File: src/rtl/mipi_csi_rx_pkg.sv
// Shared types and helpers for the CSI-2 receive lane aligner.
package mipi_csi_rx_pkg;

  localparam int NUM_LANES = 4;

  typedef enum logic [1:0] {
    IDLE   = 2'd0,
    ALIGN  = 2'd1,
    STREAM = 2'd2,
    ERROR  = 2'd3
  } aligner_state_t;

  typedef struct packed {
    logic       valid;
    logic [7:0] data;
  } lane_byte_t;

  function automatic logic [NUM_LANES-1:0] lane_mask(input logic [2:0] active_lanes);
    case (active_lanes)
      3'd4:    lane_mask = 4'b1111;
      3'd2:    lane_mask = 4'b1100;
      3'd1:    lane_mask = 4'b1000;
      default: lane_mask = 4'b0000;
    endcase
  endfunction

endpackage

File: src/rtl/mipi_csi_rx_lane_delay_line.sv
// Per-lane {valid, byte} shift register of depth MAX_SKEW+1 with a
// registered tap select that is loaded once per packet.
module mipi_csi_rx_lane_delay_line
  import mipi_csi_rx_pkg::*;
#(
  parameter int MAX_SKEW = 3,
  localparam int DW = (MAX_SKEW > 0) ? $clog2(MAX_SKEW + 1) : 1
) (
  input  logic          clk_i,
  input  logic          reset_i,
  input  logic          shift_en_i,
  input  lane_byte_t    din_i,
  input  logic          tap_load_i,
  input  logic [DW-1:0] tap_sel_i,
  output lane_byte_t    tap_o
);

  lane_byte_t    r_sr [MAX_SKEW+1];
  logic [DW-1:0] r_tap;

  // Shift every cycle; a lane outside the mask feeds zeros.
  always_ff @(posedge clk_i) begin
    if (reset_i) begin
      for (int i = 0; i <= MAX_SKEW; i++) r_sr[i] <= '0;
      r_tap <= '0;
    end else begin
      r_sr[0] <= shift_en_i ? din_i : '0;
      for (int i = 1; i <= MAX_SKEW; i++) r_sr[i] <= r_sr[i-1];
      if (tap_load_i) r_tap <= tap_sel_i;
    end
  end

  assign tap_o = r_sr[r_tap];

endmodule

File: src/rtl/mipi_csi_rx_lane_aligner.sv
// Deskews up to MAX_SKEW byte clocks between active CSI-2 lanes so the first
// payload byte of every lane reaches the protocol layer on the same cycle.
module mipi_csi_rx_lane_aligner
  import mipi_csi_rx_pkg::*;
#(
  parameter int MAX_SKEW = 3
) (
  input  logic        clk_i,
  input  logic        reset_i,
  input  logic [2:0]  active_lanes_i,
  input  logic [3:0]  data_valid_i,
  input  logic [31:0] data_i,
  output logic [3:0]  data_valid_o,
  output logic [31:0] data_o,
  output logic        err_skew_o,
  output logic        aligned_o
);

  localparam int DW = (MAX_SKEW > 0) ? $clog2(MAX_SKEW + 1) : 1;

  aligner_state_t r_state;
  logic [3:0]     r_mask;
  logic [3:0]     r_arrived;
  logic           r_armed;
  logic [DW-1:0]  r_skew_cnt;
  logic [DW-1:0]  r_off [NUM_LANES];

  logic [3:0]     w_mask_in;
  logic [3:0]     w_mask;
  logic [3:0]     w_vld;
  logic [3:0]     w_new;
  logic [3:0]     w_arrived_nxt;
  logic [3:0]     w_tap_vld;
  logic           w_go_stream;
  logic [DW-1:0]  w_off_nxt [NUM_LANES];
  logic [DW-1:0]  w_delay [NUM_LANES];
  logic [DW-1:0]  w_max_off;
  lane_byte_t     w_din [NUM_LANES];
  lane_byte_t     w_tap [NUM_LANES];

  // Outside IDLE the configuration latched at packet start is authoritative.
  assign w_mask_in     = lane_mask(active_lanes_i);
  assign w_mask        = (r_state == IDLE) ? w_mask_in : r_mask;
  assign w_vld         = data_valid_i & w_mask;
  assign w_new         = (r_state == IDLE) ? w_vld : (w_vld & ~r_arrived);
  assign w_arrived_nxt = (r_state == IDLE) ? w_vld : (r_arrived | w_vld);
  assign w_go_stream   = ((r_state == IDLE) && r_armed && (w_vld != 4'b0000) && (w_vld == w_mask))
                      || ((r_state == ALIGN) && (w_arrived_nxt == r_mask));

  // Arrival offsets including this cycle's newcomers, and the resulting tap delays.
  always_comb begin
    w_max_off = '0;
    for (int l = 0; l < NUM_LANES; l++) begin
      if (r_state == IDLE) begin
        w_off_nxt[l] = '0;
      end else if (w_new[l]) begin
        w_off_nxt[l] = r_skew_cnt + DW'(1);
      end else begin
        w_off_nxt[l] = r_off[l];
      end
      w_max_off = (w_mask[l] && (w_off_nxt[l] > w_max_off)) ? w_off_nxt[l] : w_max_off;
    end
    for (int l = 0; l < NUM_LANES; l++) begin
      w_delay[l] = w_max_off - w_off_nxt[l];
    end
  end

  for (genvar l = 0; l < NUM_LANES; l++) begin : g_lane
    assign w_din[l]     = '{valid: data_valid_i[l], data: data_i[8*l +: 8]};
    assign w_tap_vld[l] = w_tap[l].valid & r_mask[l];

    mipi_csi_rx_lane_delay_line #(
      .MAX_SKEW(MAX_SKEW)
    ) u_delay_line (
      .clk_i      (clk_i),
      .reset_i    (reset_i),
      .shift_en_i (w_mask[l]),
      .din_i      (w_din[l]),
      .tap_load_i (w_go_stream),
      .tap_sel_i  (w_delay[l]),
      .tap_o      (w_tap[l])
    );
  end

  // Alignment state machine with registered outputs.
  always_ff @(posedge clk_i) begin
    if (reset_i) begin
      r_state      <= IDLE;
      r_mask       <= 4'b0000;
      r_arrived    <= 4'b0000;
      r_armed      <= 1'b0;
      r_skew_cnt   <= '0;
      for (int l = 0; l < NUM_LANES; l++) r_off[l] <= '0;
      data_valid_o <= 4'b0000;
      data_o       <= 32'h0000_0000;
      err_skew_o   <= 1'b0;
      aligned_o    <= 1'b0;
    end else begin
      data_valid_o <= 4'b0000;
      data_o       <= 32'h0000_0000;
      err_skew_o   <= 1'b0;
      aligned_o    <= 1'b0;
      case (r_state)
        IDLE: begin
          // A stream already in flight at reset release is never picked up mid-packet.
          if (!r_armed) begin
            if (w_vld == 4'b0000) r_armed <= 1'b1;
          end else if (w_vld != 4'b0000) begin
            r_mask     <= w_mask_in;
            r_arrived  <= w_vld;
            r_skew_cnt <= '0;
            for (int l = 0; l < NUM_LANES; l++) r_off[l] <= w_off_nxt[l];
            if (w_go_stream) begin
              r_state   <= STREAM;
              aligned_o <= 1'b1;
            end else begin
              r_state <= ALIGN;
            end
          end
        end
        ALIGN: begin
          r_skew_cnt <= r_skew_cnt + DW'(1);
          r_arrived  <= w_arrived_nxt;
          for (int l = 0; l < NUM_LANES; l++) r_off[l] <= w_off_nxt[l];
          if (w_go_stream) begin
            r_state   <= STREAM;
            aligned_o <= 1'b1;
          end else if ((int'(r_skew_cnt) + 1) >= MAX_SKEW) begin
            r_state    <= ERROR;
            err_skew_o <= 1'b1;
          end
        end
        STREAM: begin
          data_valid_o <= w_tap_vld;
          for (int l = 0; l < NUM_LANES; l++) begin
            data_o[8*l +: 8] <= w_tap_vld[l] ? w_tap[l].data : 8'h00;
          end
          if ((w_tap_vld == 4'b0000) && (w_vld == 4'b0000)) begin
            r_state <= IDLE;
          end else begin
            aligned_o <= 1'b1;
          end
        end
        ERROR: begin
          if (w_vld == 4'b0000) r_state <= IDLE;
        end
        default: r_state <= IDLE;
      endcase
    end
  end

endmodule

File: config.mk
export PLATFORM = sky130hd
export DESIGN_NAME = mipi_csi_rx_lane_aligner
export DESIGN_NICKNAME = d
export VERILOG_FILES = /design/src/rtl/mipi_csi_rx_pkg.sv /design/src/rtl/mipi_csi_rx_lane_delay_line.sv /design/src/rtl/mipi_csi_rx_lane_aligner.sv
export SDC_FILE = /design/constraint.sdc
export NUM_CORES = 1
export LEC_CHECK = 0
export ABC_AREA = 1
export BUFFER_PORTS_ARGS = -buffer_cell sky130_fd_sc_hd__buf_2
export CORE_AREA = 2 2 131 133
export DETAILED_ROUTE_END_ITERATION = 6
export DIE_AREA = 0 0 133 135
export PLACE_DENSITY = 0.77
export SLEW_MARGIN = 10
export SYNTH_ARGS = -nofsm -noshare
export SYNTH_HDL_FRONTEND = slang
export SYNTH_SLANG_ARGS = --single-unit
File: constraint.sdc
create_clock -name clk_i -period 6.2 [get_ports clk_i]
set_input_delay 1.24 -clock clk_i [delete_from_list [all_inputs] [get_ports clk_i]]
set_output_delay 1.24 -clock clk_i [all_outputs]
set_load 0.005 [all_outputs]
==> results of run 1 <==
## cell usage after synthesis (3+ instances only)
cell / instances / share of area [%]
edfxtp_1: 8 / 3.0
nor2_2: 4 / 0.31
nand2_2: 4 / 0.31
nor3_1: 3 / 0.19
nand3_2: 8 / 0.99
nand2_1: 89 / 4.1
a32o_1: 4 / 0.49
nor2_4: 3 / 0.42
clkinv_1: 9 / 0.42
inv_2: 9 / 0.42
buf_2: 11 / 0.68
o211ai_1: 3 / 0.28
o21ai_1: 3 / 0.19
nand4_1: 11 / 0.85
nand3_1: 33 / 2.0
o21ai_0: 79 / 4.9
nor2_1: 167 / 7.7
dfxtp_1: 210 / 52
a21oi_1: 113 / 7.0
clkbuf_1: 22 / 1.0
nand2_4: 5 / 0.69
xor2_1: 4 / 0.43
inv_1: 192 / 8.9
ha_1: 9 / 1.4
## report_power, final
group          switching, mW  internal [mW]
registers              0.150           1.53
clock network          0.545          0.923
logic                  0.571          0.281
total                   1.27           2.74
## logic make-up after synthesis
kind of cell / Yosys count
adders and majority gates: 9
and+or+nand+nor: 330
xor gates and xnor gates: 4
AOI/OAI and AO/OA: 210
DFF: 218
buffers and inverters: 246
## routing by layer
layer / global-route usage [%] / vias to the layer above / wire [um]
li1: - / 3299 / -
met1: 25.9 / 2869 / 8020
met2: 32.1 / 134 / 7810
met3: 2.67 / 38 / 783
met4: 6.15 / 0 / 391
met5: 0 / - / 0
## flip-flops by register name, summed over array words and instances (netlist names), 2 cells and up, named ones only
| name | cells |
|---|---|
| data_o | 32 |
| g_lane.u_delay_line.r_sr | 144 |
| g_lane.u_delay_line.r_tap | 8 |
| r_mask | 3 |
| r_off | 8 |
| r_state | 2 |
| r_skew_cnt | 2 |
| r_arrived | 4 |
| data_valid_o | 4 |
## layout make-up
type / count / area, um^2 / area share (%)
sequential: 218 / 4440 / 46.9
multi-input combinational: 553 / 2710 / 28.6
inverter: 211 / 795 / 8.39
clock buffer: 29 / 659 / 6.96
timing repair buffer: 80 / 408 / 4.31
tap: 220 / 275 / 2.91
clock inverter: 12 / 178 / 1.88
## tightest hold or removal path: cells and delay by family, from the launching register on
family / cells / cell delay [ns]
flops: 1 / 0.31
buf+inv: 1 / 0.04
simple gates: 1 / 0.03
## stage by stage
stage,total power [mW],setup slack (ns),instances
finish,4.01,0.765,1323
global placement,2.54,0.447,1282
floorplan,2.35,0.883,1017
CTS,4.03,0.799,1323
global route,4.25,0.224,1323
detailed placement,2.56,0.327,1282
## how the worst max path moves through the flow
| stage | startpoint | end | slack (ns) | cells past startpoint |
|---|---|---|---|---|
| finish | active_lanes_i[0] | flip-flop | 0.77 | 36 |
| global route | active_lanes_i[0] | flip-flop | 0.22 | 38 |
| CTS | active_lanes_i[0] | flip-flop | 0.80 | 36 |
| detailed placement | active_lanes_i[0] | g_lane[0].u_delay_line.r_tap[1]$_SDFFE_PP0N_ | 0.33 | 36 |
| global placement | active_lanes_i[0] | flip-flop | 0.45 | 36 |
| floorplan | active_lanes_i[0] | flip-flop | 0.88 | 36 |
==> key figures, run 1 <==
Worst setup path
  • Reg2Reg Depth: 36
  • CP top delay family: simple AND/OR/NAND/NOR gates
  • Critical path required time: 6.59 ns
  • Startpoint of the worst-slack reg-to-reg timing path: r_state[0]$_SDFFE_PP0P_
  • Worst Path Max Fanout: 11
  • Worst setup SP type: input port
  • R2R setup slack: approximately 1.1 ns
  • Crit Path Class: input port to flip-flop
  • Slowest cell on the critical path: ha_1
  • Max stage delay on crit path: 0.30 ns
  • Setup crit end kind: flip-flop
  • Worst path bufs/invs: 10
  • Data arrival, critical path: 5.83 ns

Synthesis
  • Synth Area in Compound Gates: 13.5%
  • XOR/XNOR Fraction of Synth Area: 0.432%
  • Synth cell types: 35
  • Asr flop ratio synth: 0%
  • Post-synthesis adder-cell area fraction: under 10%
  • Synth Area in Simple Gates: 18.1%
  • Largest family of logic cells by synthesized area: simple AND/OR/NAND/NOR gates
  • Mux cell area share after synthesis: 0%
  • Yosys warns: 0
  • Register bit total from synthesis: 218
  • Cells after synthesis: 1017
  • Synth Cell Area: around 0.0081 mm^2
  • EDFF count, synth: 8
  • Register area share after synthesis: 54.8%
  • Synthesized Nets: 1067
  • Post-synth top flop: dfxtp_1
  • Synthesized area per cell: roughly 8 um^2

Min path
  • Hold path depth: 2
  • WHS Endpoint: g_lane[2].u_delay_line.r_sr[1][8]$_SDFF_PP0_
  • Worst hold path class: flip-flop to flip-flop
  • Worst Hold Launch: g_lane[2].u_delay_line.r_sr[0][8]$_SDFF_PP0_

Drt
  • Wire per inst: roughly 13 um
  • Detailed Route Iter0 Violations: between 400 and 500
  • Drt total wl: 17.0 mm
  • Vias per Instance: 4.79
  • Total number of vias: 6340
  • Drc violations: 0
  • Drt pass-1 iters: 5
  • Final ANT Viol Nets: 0

Die
  • # IOs: 79
  • Die H: 135 um
  • Number of cell rows: 47
  • Initial cell density of the core: 49.4%
  • Chip Width: 133 um
  • Die area: approximately 0.018 mm^2
  • Core ar.: 0.0164 mm^2

Layout
  • Commonest non-fill, non-tap cell in the layout: dfxtp_1
  • Layout cells sized above 1: 14.4%
  • Final core occ: between 50% and 60%
  • Post-route cell area: 0.00947 mm^2
  • P&R area growth vs syn: 16.8%
  • Antenna cell count: 0
  • Fillcell total: 1457
  • Most frequent cells in the layout: 210 x dfxtp_1, 192 x inv_1, 167 x nor2_1
  • Final net count: ~1100

STA
  • Max_slew headroom: 41.6%
  • Final Cycle Share: 87.7%
  • Final setup violation count: 0
  • Final TNS setup: 0 ns
  • Final Max Slew Viols: 0
  • Post-route minimum period: 5.43 ns
  • Slew @ Worst Pin: 0.876 ns
  • Worst hold slack: 0.415 ns
  • RSZ-0062 raised after global routing: false
  • Max Fclk: 184 MHz
  • Final hold vios: 0
  • Skew final: 0.0126 ns

Clock network
  • Resize count post-CTS: 0
  • CTS Buffer Depth: 3
  • Clock transition at path regs: 0.06 ns
  • # Post-CTS Setup Buffers: 0
  • CTS tree: built
  • Num CTS Buffers: 23
  • H-Tree Depth: 1
  • # hold bufs at CTS: 0
  • Clk sinks: 218
  • Root Buffer: clkbuf_16
  • Clock Latency Late Sink: 0.50 ns

Global route
  • Vias in the first global route: 6072
  • Global-route wire length before repair: approximately 29 mm
  • Initial antenna violation count: 0
  • Largest net degree at the start of global routing: 88
  • Grt total ovfl: 0
  • Overall routing resource usage: 19.2%

Status
  • Outcome: finished clean

Power and ir drop
  • Leakage power total: 4.16 nW
  • Pwr dens: 423 mW/mm^2
  • VDD IR max: between 0.2 and 0.25 mV

Placement
  • Post-DP Area: 0.00864 mm^2
  • Port-buffer cells: 78
  • GPL Wtd Cong: 0.917
  • DP Wirelength: 11.4 mm

Job
  • Number of max-cap violations: 0
Power figures use the tool's default switching activity.
==> inputs of run 2 (changes only) <==
--- a/config.mk
+++ b/config.mk
@@ -11,7 +11,6 @@
 export DETAILED_ROUTE_END_ITERATION = 6
 export DIE_AREA = 0 0 133 135
 export PLACE_DENSITY = 0.77
-export SLEW_MARGIN = 10
 export SYNTH_ARGS = -nofsm -noshare
 export SYNTH_HDL_FRONTEND = slang
 export SYNTH_SLANG_ARGS = --single-unit
==> constraint.sdc (replaced) <==
create_clock -name clk_i -period 6.9 [get_ports clk_i]
set_input_delay 1.38 -clock clk_i [delete_from_list [all_inputs] [get_ports clk_i]]
set_output_delay 1.38 -clock clk_i [all_outputs]
set_load 0.005 [all_outputs]
==> run 2 against run 1 <==
Net effect: flip-flop and latch count unchanged; count of clock-buffer cells in the layout rose by 2; critical path depth grew 2; final area down 1.7%; first-iteration DRC count is 17% higher; sequential share of layout area increased by 0.79 points; clock skew down 0.0030 ns; register-to-register slack better by 0.57 ns; worst setup slack improved by 0.48 ns; routed wire length decreased by 0.53%; non-clock buffer count down 1; critical path type unchanged; largest power group unchanged.
==> key figures, run 2 (synthesis results as in run 1) <==
Worst setup path
  • CP top delay family: simple AND/OR/NAND/NOR gates (unchanged)
  • Worst path bufs/invs: 11 (was 10)
  • Worst Path Max Fanout: 11 (unchanged)
  • Critical path required time: 7.29 ns (was 6.59 ns)
  • Data arrival, critical path: 6.04 ns (was 5.83 ns)
  • Worst setup SP type: input port (unchanged)
  • Max stage delay on crit path: 0.29 ns (was 0.30 ns)
  • Crit-path most repeated cell: inv_1
  • Crit Path Class: input port to flip-flop (unchanged)
  • Slowest cell on the critical path: ha_1 (unchanged)
  • Setup crit end kind: flip-flop (unchanged)

STA
  • Final hold vios: 0 (unchanged)
  • Skew final: 0.00963 ns (was 0.0126 ns)
  • Slew @ Worst Pin: 0.883 ns (was 0.876 ns)
  • Max_slew headroom: 41.1% (was 41.6%)
  • Final TNS setup: 0 ns (unchanged)
  • Post-route minimum period: 5.66 ns
  • Max Fclk: roughly 180 MHz
  • RSZ-0062 raised after global routing: false (unchanged)
  • Final Max Slew Viols: 0 (unchanged)
  • Final setup violation count: 0 (unchanged)
  • Final Cycle Share: between 80% and 90%

Drt
  • Drt pass-1 iters: 5 (unchanged)
  • Final ANT Viol Nets: 0 (unchanged)
  • Total number of vias: 6308 (was 6340)
  • Wire per inst: 12.8 um (about the same)
  • Drc violations: 0 (unchanged)
  • Vias per Instance: 4.78 (was 4.79)
  • Drt total wl: 16.9 mm (was 17.0 mm)
  • Detailed Route Iter0 Violations: 525 (was 448)

Clock network
  • Num CTS Buffers: 22 (was 23)
  • H-Tree Depth: 1 (unchanged)
  • Clk sinks: 218 (unchanged)
  • Clock Latency Late Sink: 0.49 ns (was 0.50 ns)
  • Clock transition at path regs: 0.06 ns (about the same)
  • CTS Buffer Depth: 3 (unchanged)
  • CTS tree: built (unchanged)
  • Root Buffer: clkbuf_16 (unchanged)
  • Resize count post-CTS: 0 (unchanged)
  • # hold bufs at CTS: 0 (unchanged)
  • # Post-CTS Setup Buffers: 0 (unchanged)

Die
  • Die area: 0.0180 mm^2 (unchanged)
  • # IOs: 79 (unchanged)
  • Number of cell rows: 47 (unchanged)
  • Core ar.: 0.0164 mm^2 (unchanged)
  • Initial cell density of the core: 49.4% (unchanged)
  • Die H: 135 um (unchanged)
  • Chip Width: 133 um (unchanged)

Job
  • Number of max-cap violations: 0 (unchanged)

Power and ir drop
  • VDD IR max: 0.209 mV (was 0.229 mV)
  • Pwr dens: 366 mW/mm^2 (was 423 mW/mm^2)
  • Leakage power total: 4.08 nW (was 4.16 nW)

Global route
  • Global-route wire length before repair: 28.2 mm (was 28.6 mm)
  • Initial antenna violation count: 0 (unchanged)
  • Overall routing resource usage: 19.0% (was 19.2%)
  • Largest net degree at the start of global routing: 88 (unchanged)
  • Grt total ovfl: 0 (unchanged)
  • Vias in the first global route: 6007 (was 6072)

Layout
  • Largest regs: g_lane.u_delay_line.r_sr x144, data_o x32 (unchanged)
  • Final net count: 1135 (was 1137)
  • Cell Count, Final, Fillers Out: 1321 (was 1323)
  • Most frequent cells in the layout: 210 x dfxtp_1, 192 x inv_1, 167 x nor2_1 (unchanged)
  • Fillcell total: 1434 (was 1457)
  • Register area: 0.00444 mm^2 (unchanged)
  • Commonest non-fill, non-tap cell in the layout: dfxtp_1 (unchanged)
  • Final core occ: 56.8% (was 57.7%)
  • Multi-input logic area: 0.00271 mm^2 (unchanged)
  • Biggest register: g_lane.u_delay_line.r_sr (unchanged)
  • P&R area growth vs syn: 14.8% (was 16.8%)
  • Layout cells sized above 1: 13.4% (was 14.4%)
  • Post-route cell area: 0.00932 mm^2 (was 0.00947 mm^2)
  • Antenna cell count: 0 (unchanged)
  • Max reg flops: 144 (unchanged)

Placement
  • GPL Wtd Cong: 0.919 (was 0.917)
  • DP Wirelength: 11.5 mm (was 11.4 mm)
  • Cells after DPL: 1281 (was 1282)
  • Port-buffer cells: 78 (unchanged)
  • Post-DP Area: 0.00863 mm^2 (was 0.00864 mm^2)

Status
  • Outcome: finished clean (unchanged)

Min path
  • Worst hold path class: flip-flop to flip-flop (unchanged)
==> run 2: cell count changes in the layout (fill, tap and decap cells not counted) <==
cell        delta
inv_4          +1
bufinv_16      -3
clkbuf_16      -1
clkinv_4       -1
buf_4          -1
inv_6          -2
clkbuf_1       +6
clkinv_1       +3
clkbuf_8       -3
clkinvlp_4     -1
==> run 2: through the flow <==
step | setup slack [ns] | hold slack [ns] | total power [mW]
finish | 1.24 | 0.414 | 3.41
global route | 0.668 | 0.434 | 3.62
global placement | 0.810 | 0.405 | 2.28
detailed placement | 0.765 | 0.407 | 2.29
floorplan | 1.44 | 0.399 | 2.11
CTS | 1.27 | 0.415 | 3.41
==> run 2: worst paths after layout <==
path                                                   to  slack, ns  cells past startpoint                                         start
max          g_lane[0].u_delay_line.r_tap[1]$_SDFFE_PP0N_       1.24                     38                             active_lanes_i[0]
min          g_lane[2].u_delay_line.r_sr[1][6]$_SDFF_PP0_       0.41                      2  g_lane[2].u_delay_line.r_sr[0][6]$_SDFF_PP0_
max reg2reg  g_lane[0].u_delay_line.r_tap[1]$_SDFFE_PP0N_       1.68                     38                       r_state[0]$_SDFFE_PP0P_
min reg2reg  g_lane[2].u_delay_line.r_sr[1][6]$_SDFF_PP0_       0.41                      2  g_lane[2].u_delay_line.r_sr[0][6]$_SDFF_PP0_
==> run 2: worst register-to-register path, delay by kind of cell (launching register included) <==
kind                       cells  cell delay [ns]
adders and majority gates      4             0.93
AOI/OAI and AO/OA              4             0.38
xor gates and xnor gates       2             0.33
DFF                            1             0.44
and+or+nand+nor               17             2.19
buffers and inverters         11             0.83
==> run 2: per-layer routing <==
metal	vias to the layer above	track usage, %	wire (um)
li1	3291	-	-
met1	2839	25.6	8030
met2	148	31.4	7720
met3	30	2.97	805
met4	0	6.51	350
met5	-	0	0
==> run 2: power by group <==
group | switching, mW | total [mW] | leakage [nW] | internal (mW)
Clock | 0.465 | 1.13 | 0.338 | 0.660
Sequential | 0.136 | 1.51 | 1.78 | 1.38
Combinational | 0.515 | 0.765 | 1.96 | 0.249
Total | 1.12 | 3.41 | 4.08 | 2.29
==> run 2: area by class of cell <==
| cell class | count | area share [%] |
|---|---|---|
| Sequential cell | 218 | 47.7 |
| Timing Repair Buffer | 79 | 4.30 |
| Multi-Input combinational cell | 553 | 29.1 |
| Clock buffer | 31 | 6.61 |
| Clock inverter | 9 | 0.766 |
| Inverter | 211 | 8.53 |
| Tap cell | 220 | 2.96 |
==> inputs of run 3 (changes only) <==
--- a/config.mk
+++ b/config.mk
@@ -5,12 +5,12 @@
 export SDC_FILE = /design/constraint.sdc
 export NUM_CORES = 1
 export LEC_CHECK = 0
-export ABC_AREA = 1
+export ABC_AREA = 0
 export BUFFER_PORTS_ARGS = -buffer_cell sky130_fd_sc_hd__buf_2
-export CORE_AREA = 2 2 131 133
+export CORE_AREA = 2 2 130 132
 export DETAILED_ROUTE_END_ITERATION = 6
-export DIE_AREA = 0 0 133 135
-export PLACE_DENSITY = 0.77
+export DIE_AREA = 0 0 132 134
+export PLACE_DENSITY = 0.8
 export SYNTH_ARGS = -nofsm -noshare
 export SYNTH_HDL_FRONTEND = slang
 export SYNTH_SLANG_ARGS = --single-unit
==> constraint.sdc (replaced) <==
create_clock -name clk_i -period 5 [get_ports clk_i]
set_input_delay 1 -clock clk_i [delete_from_list [all_inputs] [get_ports clk_i]]
set_output_delay 1 -clock clk_i [all_outputs]
set_load 0.005 [all_outputs]
==> run 3 against run 2 <==
Net effect: the run now ends with setup timing left; register-to-register slack lost 1.7 ns; global-route usage increased by 0.53 points; count of clock-buffer cells in the layout is 6 lower; sequential share of layout area is 3.5 points lower; die area shrank 1.5%; via count is 10% lower; highest routed layer unchanged; cell count down 20%.
==> key figures, run 3 <==
Synthesis
  • Post-synth top flop: dfxtp_1 (unchanged)
  • EDFF count, synth: 8 (unchanged)
  • Most frequent cell after synthesis: dfxtp_1 (unchanged)
  • Synth Cell Area: 0.00805 mm^2 (was 0.00811 mm^2)
  • Top cells by area, synth: dfxtp_1 52%, nor2b_1 11%, mux4_2 10%, and3_1 3.4%, edfxtp_1 3.0% (was dfxtp_1 52%, inv_1 8.9%, nor2_1 7.7%, a21oi_1 7.0%, o21ai_0 4.9%)
  • Register area share after synthesis: 55.2% (was 54.8%)
  • Post-synth top area share: 52.2% (was 51.8%)
  • Synthesized area per cell: 11.5 um^2 (was 7.98 um^2)
  • Synthesized Nets: 752 (was 1067)
  • Most instantiated cells after synthesis: 210 x dfxtp_1, 136 x nor2b_1, 44 x and3_1 (was 210 x dfxtp_1, 192 x inv_1, 167 x nor2_1)
  • Register bit total from synthesis: 218 (unchanged)
  • Cells after synthesis: 702 (was 1017)
  • Asr flop ratio synth: 0% (unchanged)
  • Synth area leader: dfxtp_1 (unchanged)
  • Yosys warns: 0 (unchanged)
  • Synth cell types: 73 (was 35)

Worst setup path
  • Worst setup SP type: input port (unchanged)
  • Data arrival, critical path: 5.50 ns (was 6.04 ns)
  • Critical path required time: 5.38 ns (was 7.29 ns)
  • Setup crit end kind: flip-flop (unchanged)
  • Worst Path Max Fanout: 4 (was 11)
  • Crit Path Class: input port to flip-flop (unchanged)

STA
  • Slew @ Worst Pin: 0.975 ns (was 0.883 ns)
  • Final Cycle Share: 102%
  • Final Max Slew Viols: 0 (unchanged)
  • Max Fclk: 195 MHz
  • Post-route minimum period: 5.12 ns
  • Final hold vios: 0 (unchanged)
  • RSZ-0062 raised after global routing: true (was false)
  • Skew final: 0.0144 ns (was 0.00963 ns)
  • Worst hold slack: 0.460 ns (was 0.414 ns)
  • Final setup violation count: 4 (was 0)
  • Worst setup margin: -0.119 ns (was 1.24 ns)
  • Max_slew headroom: 34.9% (was 41.1%)

Clock network
  • CTS Buffer Depth: 3 (unchanged)
  • Num CTS Buffers: 22 (unchanged)
  • # hold bufs at CTS: 0 (unchanged)
  • Root Buffer: clkbuf_16 (unchanged)
  • Clock Latency Late Sink: 0.51 ns (was 0.49 ns)
  • CTS tree: built (unchanged)
  • Clock transition at path regs: 0.06 ns (about the same)
  • H-Tree Depth: 1 (unchanged)
  • Clk sinks: 218 (unchanged)

Power and ir drop
  • VDD IR max: 0.344 mV (was 0.209 mV)
  • Pwr dens: 439 mW/mm^2 (was 366 mW/mm^2)
  • Leakage power total: 4.18 nW (was 4.08 nW)

Global route
  • Vias in the first global route: 5540 (was 6007)
  • Largest net degree at the start of global routing: 78 (was 88)
  • Initial antenna violation count: 0 (unchanged)
  • Global-route wire length before repair: 28.3 mm (was 28.2 mm)
  • Overall routing resource usage: 19.6% (was 19.0%)
  • Grt total ovfl: 0 (unchanged)

Placement
  • DP Wirelength: 11.5 mm (about the same)
  • Port-buffer cells: 78 (unchanged)
  • GPL Wtd Cong: 0.886 (was 0.919)
  • Place WS: -0.529 ns (was 0.765 ns)

Layout
  • Max reg flops: 144 (unchanged)
  • Most frequent cells in the layout: 210 x dfxtp_1, 134 x nor2b_1, 75 x buf_2 (was 210 x dfxtp_1, 192 x inv_1, 167 x nor2_1)
  • P&R area growth vs syn: 24.8% (was 14.8%)
  • Commonest non-fill, non-tap cell in the layout: dfxtp_1 (unchanged)
  • Final core occ: 61.7% (was 56.8%)
  • Layout cells sized above 1: 32.1% (was 13.4%)
  • Final net count: 865 (was 1135)
  • Largest regs: g_lane.u_delay_line.r_sr x144, data_o x32 (unchanged)
  • Biggest register: g_lane.u_delay_line.r_sr (unchanged)
  • Antenna cell count: 0 (unchanged)

Status
  • Outcome: finished with violations (was finished clean)
  • Failing checks: setup timing

Drt
  • Detailed-routed wire length on met3: 1.08 mm (was 805 um)
  • Vias per Instance: 5.38 (was 4.78)
  • Wire per inst: 16.7 um (was 12.8 um)
  • Top sig layer: met4 (unchanged)
  • Drc violations: 0 (unchanged)
  • Final ANT Viol Nets: 0 (unchanged)
  • Total number of vias: 5650 (was 6308)
  • Detailed Route Iter0 Violations: 381 (was 525)
  • Drt pass-1 iters: 5 (unchanged)
  • Met2 routed WL: 8.21 mm (was 7.72 mm)
  • M1 wire length: 7.94 mm (was 8.03 mm)
  • Drt total wl: 17.6 mm (was 16.9 mm)

Die
  • Die H: 134 um (was 135 um)
  • # IOs: 79 (unchanged)
  • Initial cell density of the core: 49.4% (about the same)
  • Core ar.: 0.0163 mm^2 (was 0.0164 mm^2)
  • Die area: 0.0177 mm^2 (was 0.0180 mm^2)
  • Chip Width: 132 um (was 133 um)
  • Number of cell rows: 47 (unchanged)

Min path
  • Worst hold path class: flip-flop to flip-flop (unchanged)

Job
  • Number of max-cap violations: 0 (unchanged)
[run 3: final timing paths]
kind / startpoint / end / slack, ns / cells past startpoint
worst min-delay path: g_lane[1].u_delay_line.r_tap[0]$_SDFFE_PP0N_ / flip-flop / 0.46 / 2
worst min register to register: g_lane[1].u_delay_line.r_tap[0]$_SDFFE_PP0N_ / flip-flop / 0.46 / 2
worst max register to register: r_skew_cnt[0]$_SDFFE_PP0P_ / flip-flop / 0 / 26
worst max-delay path: data_valid_i[0] / flip-flop / -0.12 / 26
[run 3: logic make-up (layout without fill, tap and decap cells)]
logic type                 after synthesis  after routing  share of synthesized area [%]
DFF                                    218            218                           55.2
buffers and inverters                   57            186                           2.92
adders and majority gates                9              9                           1.40
muxes                                   46             46                           11.4
xor gates and xnor gates                 8              8                          0.871
AOI/OAI and AO/OA                       73             73                           6.81
and+or+nand+nor                        291            291                           21.4
[run 3: final cells by class]
type	instances	area, um^2
Fill cell	1265	6240
Sequential cell	218	4440
Multi-Input combinational cell	427	3660
Timing Repair Buffer	130	818
Clock buffer	25	592
Tap cell	220	275
Clock inverter	15	199
Inverter	16	60.1
[run 3: timing repair]
action | 4_1_cts | 5_1_grt
gates cloned | 0 | 1
setup endpoints to repair | 2 | 16
pin swaps | 5 | 30
buffers inserted | 3 | 8
gates resized for setup | 6 | 37
[run 3: layer usage]
| layer | GRT usage [%] | vias up |
|---|---|---|
| li1 | - | 2686 |
| met2 | 32.3 | 188 |
| met4 | 4.83 | 0 |
| met5 | 0 | - |
| met1 | 26.8 | 2744 |
| met3 | 3.59 | 32 |
[run 3: power by group]
part	switching (mW)	internal (mW)	leakage (nW)
clock network	0.681	1.07	0.389
logic	0.415	0.339	2.01
registers	0.0765	1.84	1.78
[run 3: worst max-delay path: stages]
cell and delay [ns]:
buf_2 0.11, nand3b_1 0.14, buf_6 0.14, a21oi_2 0.06, nor2_1 0.20, nand2_2 0.11
ha_4 0.31, nand2b_4 0.07, a211o_1 0.30, a211o_1 0.32, nand3_2 0.10, ha_4 0.15
nor2b_4 0.16, a2bb2oi_4 0.19, nor4b_4 0.25, a31oi_2 0.08, ha_1 0.32, nor2b_4 0.15
o21ai_2 0.06, nor3b_2 0.22, buf_6 0.16, o21ai_4 0.06, ha_4 0.16, xnor2_2 0.13
and4_1 0.20, a311o_1 0.33
[run 3: per-stage QoR]
stage / area (um^2) / cells / TNS [ns] / power, mW
3_3_place_gp: 8980 / 1000 / -3.76 / 2.60
4_1_cts: 9830 / 1043 / 0 / 4.37
5_1_grt: 10000 / 1051 / -1.68 / 4.59
2_1_floorplan: 8190 / 702 / -4.04 / 2.40
6_report: 10000 / 1051 / -0.353 / 4.41
3_5_place_dp: 8980 / 1000 / -5.46 / 2.61
